[src/rtl/trivium_ctrl.sv]
// trivium_ctrl: sequences key/IV collection, core load and warm-up, then
// XORs each received byte with 8 fresh keystream bits for the UART transmitter.
module trivium_ctrl #(
    parameter int KEY_BYTES     = 10,
    parameter int IV_BYTES      = 10,
    parameter int WARMUP_CYCLES = 1152
) (
    input  logic                   clk,
    input  logic                   rst_n,
    input  logic                   ena,
    input  logic                   rekey,
    input  logic                   rx_valid,
    input  logic [7:0]             rx_data,
    output logic                   tx_valid,
    output logic [7:0]             tx_data,
    input  logic                   tx_ready,
    output logic                   core_load,
    output logic [8*KEY_BYTES-1:0] core_key,
    output logic [8*IV_BYTES-1:0]  core_iv,
    output logic                   core_step,
    input  logic                   core_ks,
    output logic                   ready,
    output logic                   overrun
);
    localparam int MAXB = KEY_BYTES > IV_BYTES ? KEY_BYTES : IV_BYTES;
    localparam int BW   = $clog2(MAXB + 1);
    localparam int WW   = $clog2(WARMUP_CYCLES + 1);

    typedef enum logic [2:0] {S_KEY, S_IV, S_LOAD, S_WARM, S_READY, S_GEN, S_SEND} state_t;

    state_t        state, state_next;
    logic [BW-1:0] byte_cnt;
    logic [WW-1:0] warm_cnt;
    logic [2:0]    bit_cnt;
    logic [7:0]    hold;
    logic [6:0]    ks;
    logic          go, busy, key_last, iv_last, warm_last;

    assign go        = ena & ~rekey;
    assign key_last  = byte_cnt == BW'(KEY_BYTES - 1);
    assign iv_last   = byte_cnt == BW'(IV_BYTES - 1);
    assign warm_last = warm_cnt == WW'(WARMUP_CYCLES - 1);
    assign ready     = state == S_READY;

    always_ff @(posedge clk or negedge rst_n)
        if (!rst_n) state <= S_KEY;
        else        state <= state_next;

    // busy marks the states in which an arriving byte is an overrun
    always_comb begin
        state_next = state;
        core_load  = 1'b0;
        core_step  = 1'b0;
        busy       = 1'b0;
        case (state)
            S_KEY:   if (rx_valid && key_last) state_next = S_IV;
            S_IV:    if (rx_valid && iv_last) state_next = S_LOAD;
            S_LOAD:  begin
                core_load  = go;
                busy       = 1'b1;
                state_next = S_WARM;
            end
            S_WARM:  begin
                core_step  = go;
                busy       = 1'b1;
                state_next = warm_last ? S_READY : S_WARM;
            end
            S_READY: if (rx_valid) state_next = S_GEN;
            S_GEN:   begin
                core_step  = go;
                busy       = 1'b1;
                state_next = &bit_cnt ? S_SEND : S_GEN;
            end
            S_SEND:  begin
                busy       = 1'b1;
                state_next = tx_ready ? S_READY : S_SEND;
            end
            default: state_next = S_KEY;
        endcase
        if (rekey) state_next = S_KEY;
        if (!ena) state_next = state;
    end

    always_ff @(posedge clk or negedge rst_n) begin
        if (!rst_n) begin
            byte_cnt <= '0;
            warm_cnt <= '0;
            bit_cnt  <= '0;
            hold     <= '0;
            ks       <= '0;
            core_key <= '0;
            core_iv  <= '0;
            tx_valid <= 1'b0;
            tx_data  <= '0;
            overrun  <= 1'b0;
        end else if (ena && rekey) begin
            byte_cnt <= '0;
            warm_cnt <= '0;
            bit_cnt  <= '0;
            overrun  <= 1'b0;
            tx_valid <= 1'b0;
        end else if (go) begin
            if (rx_valid && busy) overrun <= 1'b1;
            case (state)
                S_KEY: if (rx_valid) begin
                    for (int i = 0; i < KEY_BYTES; i++)
                        if (byte_cnt == BW'(i)) core_key[8*i +: 8] <= rx_data;
                    byte_cnt <= key_last ? '0 : byte_cnt + 1'b1;
                end
                S_IV: if (rx_valid) begin
                    for (int i = 0; i < IV_BYTES; i++)
                        if (byte_cnt == BW'(i)) core_iv[8*i +: 8] <= rx_data;
                    byte_cnt <= iv_last ? '0 : byte_cnt + 1'b1;
                end
                S_WARM: warm_cnt <= warm_last ? '0 : warm_cnt + 1'b1;
                S_READY: if (rx_valid) hold <= rx_data;
                S_GEN: begin
                    // keystream shifts in from the top so step 0 ends up in bit 0
                    ks      <= {core_ks, ks[6:1]};
                    bit_cnt <= bit_cnt + 1'b1;
                    if (&bit_cnt) begin
                        tx_data  <= hold ^ {core_ks, ks};
                        tx_valid <= 1'b1;
                    end
                end
                S_SEND: if (tx_ready) tx_valid <= 1'b0;
                default: ;
            endcase
        end
    end
endmodule

[config.mk]
export PLATFORM = sky130hd
export DESIGN_NAME = trivium_ctrl
export DESIGN_NICKNAME = d
export VERILOG_FILES = /design/src/rtl/trivium_ctrl.sv
export SDC_FILE = /design/constraint.sdc
export NUM_CORES = 1
export LEC_CHECK = 0
export CORE_ASPECT_RATIO = 1.5
export CORE_MARGIN = 8
export CORE_UTILIZATION = 51
export DETAILED_ROUTE_END_ITERATION = 7
export HOLD_SLACK_MARGIN = 0.08
export PLACE_DENSITY = 0.9
export SYNTH_ARGS = -nofsm -noshare
export SYNTH_HDL_FRONTEND = slang
export SYNTH_SLANG_ARGS = --single-unit
export TNS_END_PERCENT = 20
[constraint.sdc]
create_clock -name clk -period 2.1 [get_ports clk]
set_input_delay 0.21 -clock clk [delete_from_list [all_inputs] [get_ports clk]]
set_output_delay 0.21 -clock clk [all_outputs]
set_load 0.01 [all_outputs]
==> impl_results.html <==
<table>
<tr><th>Metric</th><th>Value</th></tr>
<tr><th colspan="2">Floorplanning</th></tr>
<tr><td>Die boundary height</td><td>174.0 um</td></tr>
<tr><td>Boundary pin count</td><td>188</td></tr>
<tr><td>Core ar.</td><td>16550 um^2</td></tr>
<tr><td>Die X</td><td>121.3 um</td></tr>
<tr><td>Floorplan row count</td><td>58</td></tr>
<tr><td>Die outline area</td><td>21100 um^2</td></tr>
<tr><td>Initial core utilization</td><td>51.27%</td></tr>
<tr><th colspan="2">Setup path</th></tr>
<tr><td>Critical path launch point</td><td>state[0]</td></tr>
<tr><td>Max FO, Critical Path</td><td>12</td></tr>
<tr><td>CP startpoint kind</td><td>flip-flop</td></tr>
<tr><td>Critical R2R Launch</td><td>byte_cnt[0]</td></tr>
<tr><td>Sort of element at the end of the critical path</td><td>primary output</td></tr>
<tr><td>Arrival @ worst endpoint</td><td>1.81 ns</td></tr>
<tr><td>WP data required</td><td>1.89 ns</td></tr>
<tr><td>Type of the setup path with the least slack</td><td>reg -&gt; out</td></tr>
<tr><th colspan="2">Synthesis</th></tr>
<tr><td>Post-synth net total</td><td>611</td></tr>
<tr><td>Library cell with the highest instance count after synthesis</td><td>dfrtp_1</td></tr>
<tr><td>Prevailing post-synth register cell</td><td>dfrtp_1</td></tr>
<tr><td>Biggest area consumer among synthesized cells</td><td>dfrtp_1</td></tr>
<tr><td>Average cell area after synthesis</td><td>14.31 um^2</td></tr>
<tr><td>Netlist Area Pre-Place</td><td>8483 um^2</td></tr>
<tr><td>Register bit total from synthesis</td><td>206</td></tr>
<tr><td>Fraction of synthesis flops using an asynchronous set or reset pin</td><td>100.0%</td></tr>
<tr><td>Gate count of the mapped netlist</td><td>593</td></tr>
<tr><td>Sequential area share after synthesis</td><td>60.77%</td></tr>
<tr><td>Number of synthesized flops with an enable pin</td><td>0</td></tr>
<tr><td>Share of Yosys cell area claimed by the top area cell type</td><td>60.77%</td></tr>
<tr><td>Synth Warn #</td><td>0</td></tr>
<tr><td>Top cells by count, synth</td><td>dfrtp_1 (206), mux2_2 (175), nor2_1 (25)</td></tr>
<tr><td>Biggest area contributors in the synthesized netlist</td><td>dfrtp_1 (61%), mux2_2 (23%), nor2_1 (1.1%)</td></tr>
<tr><td>Count of distinct cell types in the synthesized netlist</td><td>53</td></tr>
<tr><th colspan="2">Timing</th></tr>
<tr><td>Fraction of the cycle the final worst path needs</td><td>96.20%</td></tr>
<tr><td>F_max</td><td>0.4950 GHz</td></tr>
<tr><td>Post-layout worst setup margin</td><td>0.07987 ns</td></tr>
<tr><td>Post-Route Hold Slack</td><td>0.2707 ns</td></tr>
<tr><td>Clock period minus worst slack</td><td>2.020 ns</td></tr>
<tr><td>Post-route clock skew</td><td>0.01265 ns</td></tr>
<tr><td>Max Slew Vio Count</td><td>0</td></tr>
<tr><td>Worst-Margin Slew</td><td>0.6062 ns</td></tr>
<tr><td>Hold violation total from the final report</td><td>0</td></tr>
<tr><td>RSZ-0062 raised after global routing</td><td>false</td></tr>
<tr><td>Final setup vio count</td><td>0</td></tr>
<tr><td>Worst max-slew margin expressed relative to the limit</td><td>59.44%</td></tr>
<tr><th colspan="2">Global routing</th></tr>
<tr><td>Met1 global-route usage</td><td>24.20%</td></tr>
<tr><td>Via count of the first global-routing pass</td><td>6621</td></tr>
<tr><td>First-pass GRT wire length</td><td>37.63 mm</td></tr>
<tr><td>Met3 demand-to-capacity share in global routing</td><td>5.326%</td></tr>
<tr><td>Global-route usage over all layers</td><td>22.78%</td></tr>
<tr><td>Met2 global-route usage</td><td>40.96%</td></tr>
<tr><td>Overall overflow remaining after global route</td><td>0</td></tr>
<tr><td>Maximum number of pins on one net before global-route repair</td><td>63</td></tr>
<tr><td>GRT Max-Usage Layer</td><td>met2</td></tr>
<tr><td>Antenna violations before repair</td><td>0</td></tr>
<tr><th colspan="2">Power</th></tr>
<tr><td>Part of the total power dissipated in combinational logic</td><td>22.3%</td></tr>
<tr><td>Part of the total power dissipated in sequential elements</td><td>44.3%</td></tr>
<tr><td>Switching power summed over all nets</td><td>2.900 mW</td></tr>
<tr><td>Switching power as a share of total power</td><td>26.25%</td></tr>
<tr><td>Power density of the placed cells</td><td>959.0 nW/um^2</td></tr>
<tr><td>Clk pwr share</td><td>33.4%</td></tr>
<tr><td>IR drop worst, VDD</td><td>0.7631 mV</td></tr>
<tr><td>Total Power</td><td>11.05 mW</td></tr>
<tr><td>Internal</td><td>8.148 mW</td></tr>
<tr><td>P_leak</td><td>5.403 nW</td></tr>
<tr><th colspan="2">Detailed routing</th></tr>
<tr><td>First-iteration detailed-routing DRC count</td><td>424</td></tr>
<tr><td>Total length of routed wires</td><td>24.00 mm</td></tr>
<tr><td>Vias</td><td>5843</td></tr>
<tr><td>Via density</td><td>5.656</td></tr>
<tr><td>Drt first pass iters</td><td>4</td></tr>
<tr><td>Remaining DRCs</td><td>0</td></tr>
<tr><td>Post-DRT Antenna Nets</td><td>0</td></tr>
<tr><td>Average routed wire per standard cell</td><td>23.23 um</td></tr>
<tr><th colspan="2">Clock tree</th></tr>
<tr><td>Source-to-sink clock delay at the later pin of the worst-skew pair</td><td>0.49 ns</td></tr>
<tr><td>Total clock buffers created by CTS</td><td>19</td></tr>
<tr><td>CTS Sinks</td><td>206</td></tr>
<tr><td>TritonCTS clock tree</td><td>yes</td></tr>
<tr><td>Number of H-tree levels</td><td>1</td></tr>
<tr><td>Total setup buffers inserted after CTS</td><td>0</td></tr>
<tr><td>Worst-case clock buffer depth</td><td>3</td></tr>
<tr><td>Clock-pin transition on the worst setup and hold timing paths</td><td>0.07 ns</td></tr>
<tr><td>Clk root buf</td><td>clkbuf_16</td></tr>
<tr><th colspan="2">Placed design</th></tr>
<tr><td>Count of port buffers added during placement</td><td>187</td></tr>
<tr><td>Worst slack at placement</td><td>-0.08028 ns</td></tr>
<tr><td>RD Place Congestion</td><td>0.8637</td></tr>
<tr><td>Post-DP HPWL</td><td>16.92 mm</td></tr>
<tr><th colspan="2">Flow run</th></tr>
<tr><td>Max-Cap Viols</td><td>0</td></tr>
<tr><th colspan="2">Layout</th></tr>
<tr><td>Net count, final</td><td>828</td></tr>
<tr><td>Relative area change from synthesis to final layout</td><td>35.80%</td></tr>
<tr><td>Antenna diode count</td><td>0</td></tr>
<tr><td>Fill cells</td><td>1105</td></tr>
<tr><td>Share of layout cells above drive strength 1</td><td>33.66%</td></tr>
<tr><th colspan="2">Worst hold path</th></tr>
<tr><td>Worst Hold Class</td><td>in -&gt; async</td></tr>
<tr><th colspan="2">Status</th></tr>
<tr><td>Status</td><td>completed</td></tr>
</table>
[through the flow]
stage,TNS [ns],utilization (%),area (um^2),instances
floorplan,0,-,8483,593
global placement,-1.069,65.45,10830,998
detailed placement,-5.773,65.45,10830,998
CTS,-0.09451,69.60,11520,1033
global route,0,69.62,11520,1033
finish,0,69.62,11520,1033
[power by group through the flow]
stage	combinational (mW)	sequential, mW	clock, mW
floorplan	0.742	5.11	0
CTS	2.51	4.90	3.73
global route	2.62	4.95	3.88
detailed placement	2.49	4.96	0
global placement	2.40	4.91	0
finish	2.47	4.90	3.68
[flip-flops by register name (all words and copies together), names as in the netlist, 3 cells and up]
signal    flops
bit_cnt       3
byte_cnt      4
core_iv      80
core_key     80
hold          8
ks            7
state         3
tx_data       8
warm_cnt     11
[metal layers]
| metal | part of all wire, % | wire length (um) |
|---|---|---|
| met1 | 35 | 8377 |
| met2 | 54 | 12960 |
| met5 | 0 | 0 |
| met4 | 4.3 | 1029 |
| met3 | 6.8 | 1627 |
[placed cells by master (no fill, tap or decap), types with 4 or more instances in the layout]
| master | n |
|---|---|
| buf_4 | 38 |
| nand3b_1 | 4 |
| o21ai_0 | 7 |
| nand4_1 | 6 |
| nand2b_1 | 6 |
| dfrtp_1 | 204 |
| clkinv_2 | 4 |
| nor2b_1 | 4 |
| xnor2_1 | 10 |
| clkbuf_8 | 6 |
| clkbuf_16 | 19 |
| a21oi_1 | 13 |
| nand3_1 | 7 |
| inv_1 | 4 |
| xor2_1 | 4 |
| nand2_1 | 16 |
| clkdlybuf4s50_1 | 183 |
| mux2_2 | 175 |
| nand2_2 | 9 |
| nor2_1 | 25 |
[worst paths after layout]
path                               end  slack, ns  cells after the start
setup / recovery             core_step       0.08                      5
hold / removal             core_iv[13]       0.27                      2
setup reg to reg           core_iv[32]       0.13                      3
hold reg to reg            core_iv[79]       0.50                      1
max in group asynchronous  core_iv[70]       1.13                      3
min in group clk                 ks[6]       0.44                      2
[cell type report]
class                   count  area, um^2  share of cell area (%)
inverters                   4       15.01                  0.1303
flip-flops and latches    206        5157                   44.77
multi-input cells         350        3183                   27.63
clock buffers              26       551.8                   4.790
repair buffers            229        2231                   19.37
well taps                 210       262.8                   2.281
clock inverters             8       118.9                   1.032
[logic make-up after synthesis]
kind of cell               share of synthesized area, %
DFF                                               60.77
muxes                                             23.58
and+or+nand+nor                                   8.304
AOI/OAI and AO/OA                                 3.658
buffers and inverters                             1.799
xor gates and xnor gates                          1.445
adders and majority gates                        0.4425
[repair_timing]
| action | 4_1_cts | 5_1_grt |
|---|---|---|
| endpoints found under the setup margin | 3 | 1 |
| hold buffers | 1 | 0 |
| endpoints found under the hold margin | 58 | 0 |
| gates resized for setup | 5 | 2 |
[critical path, cell delays in order, from the launching register on]
cell and delay, ns:
dfrtp_1 0.38, buf_4 0.17, nand3b_1 0.12, nor3_2 0.06, or2_2 0.30, dlygate4sd2_1 0.29
Power figures use the tool's default switching activity.
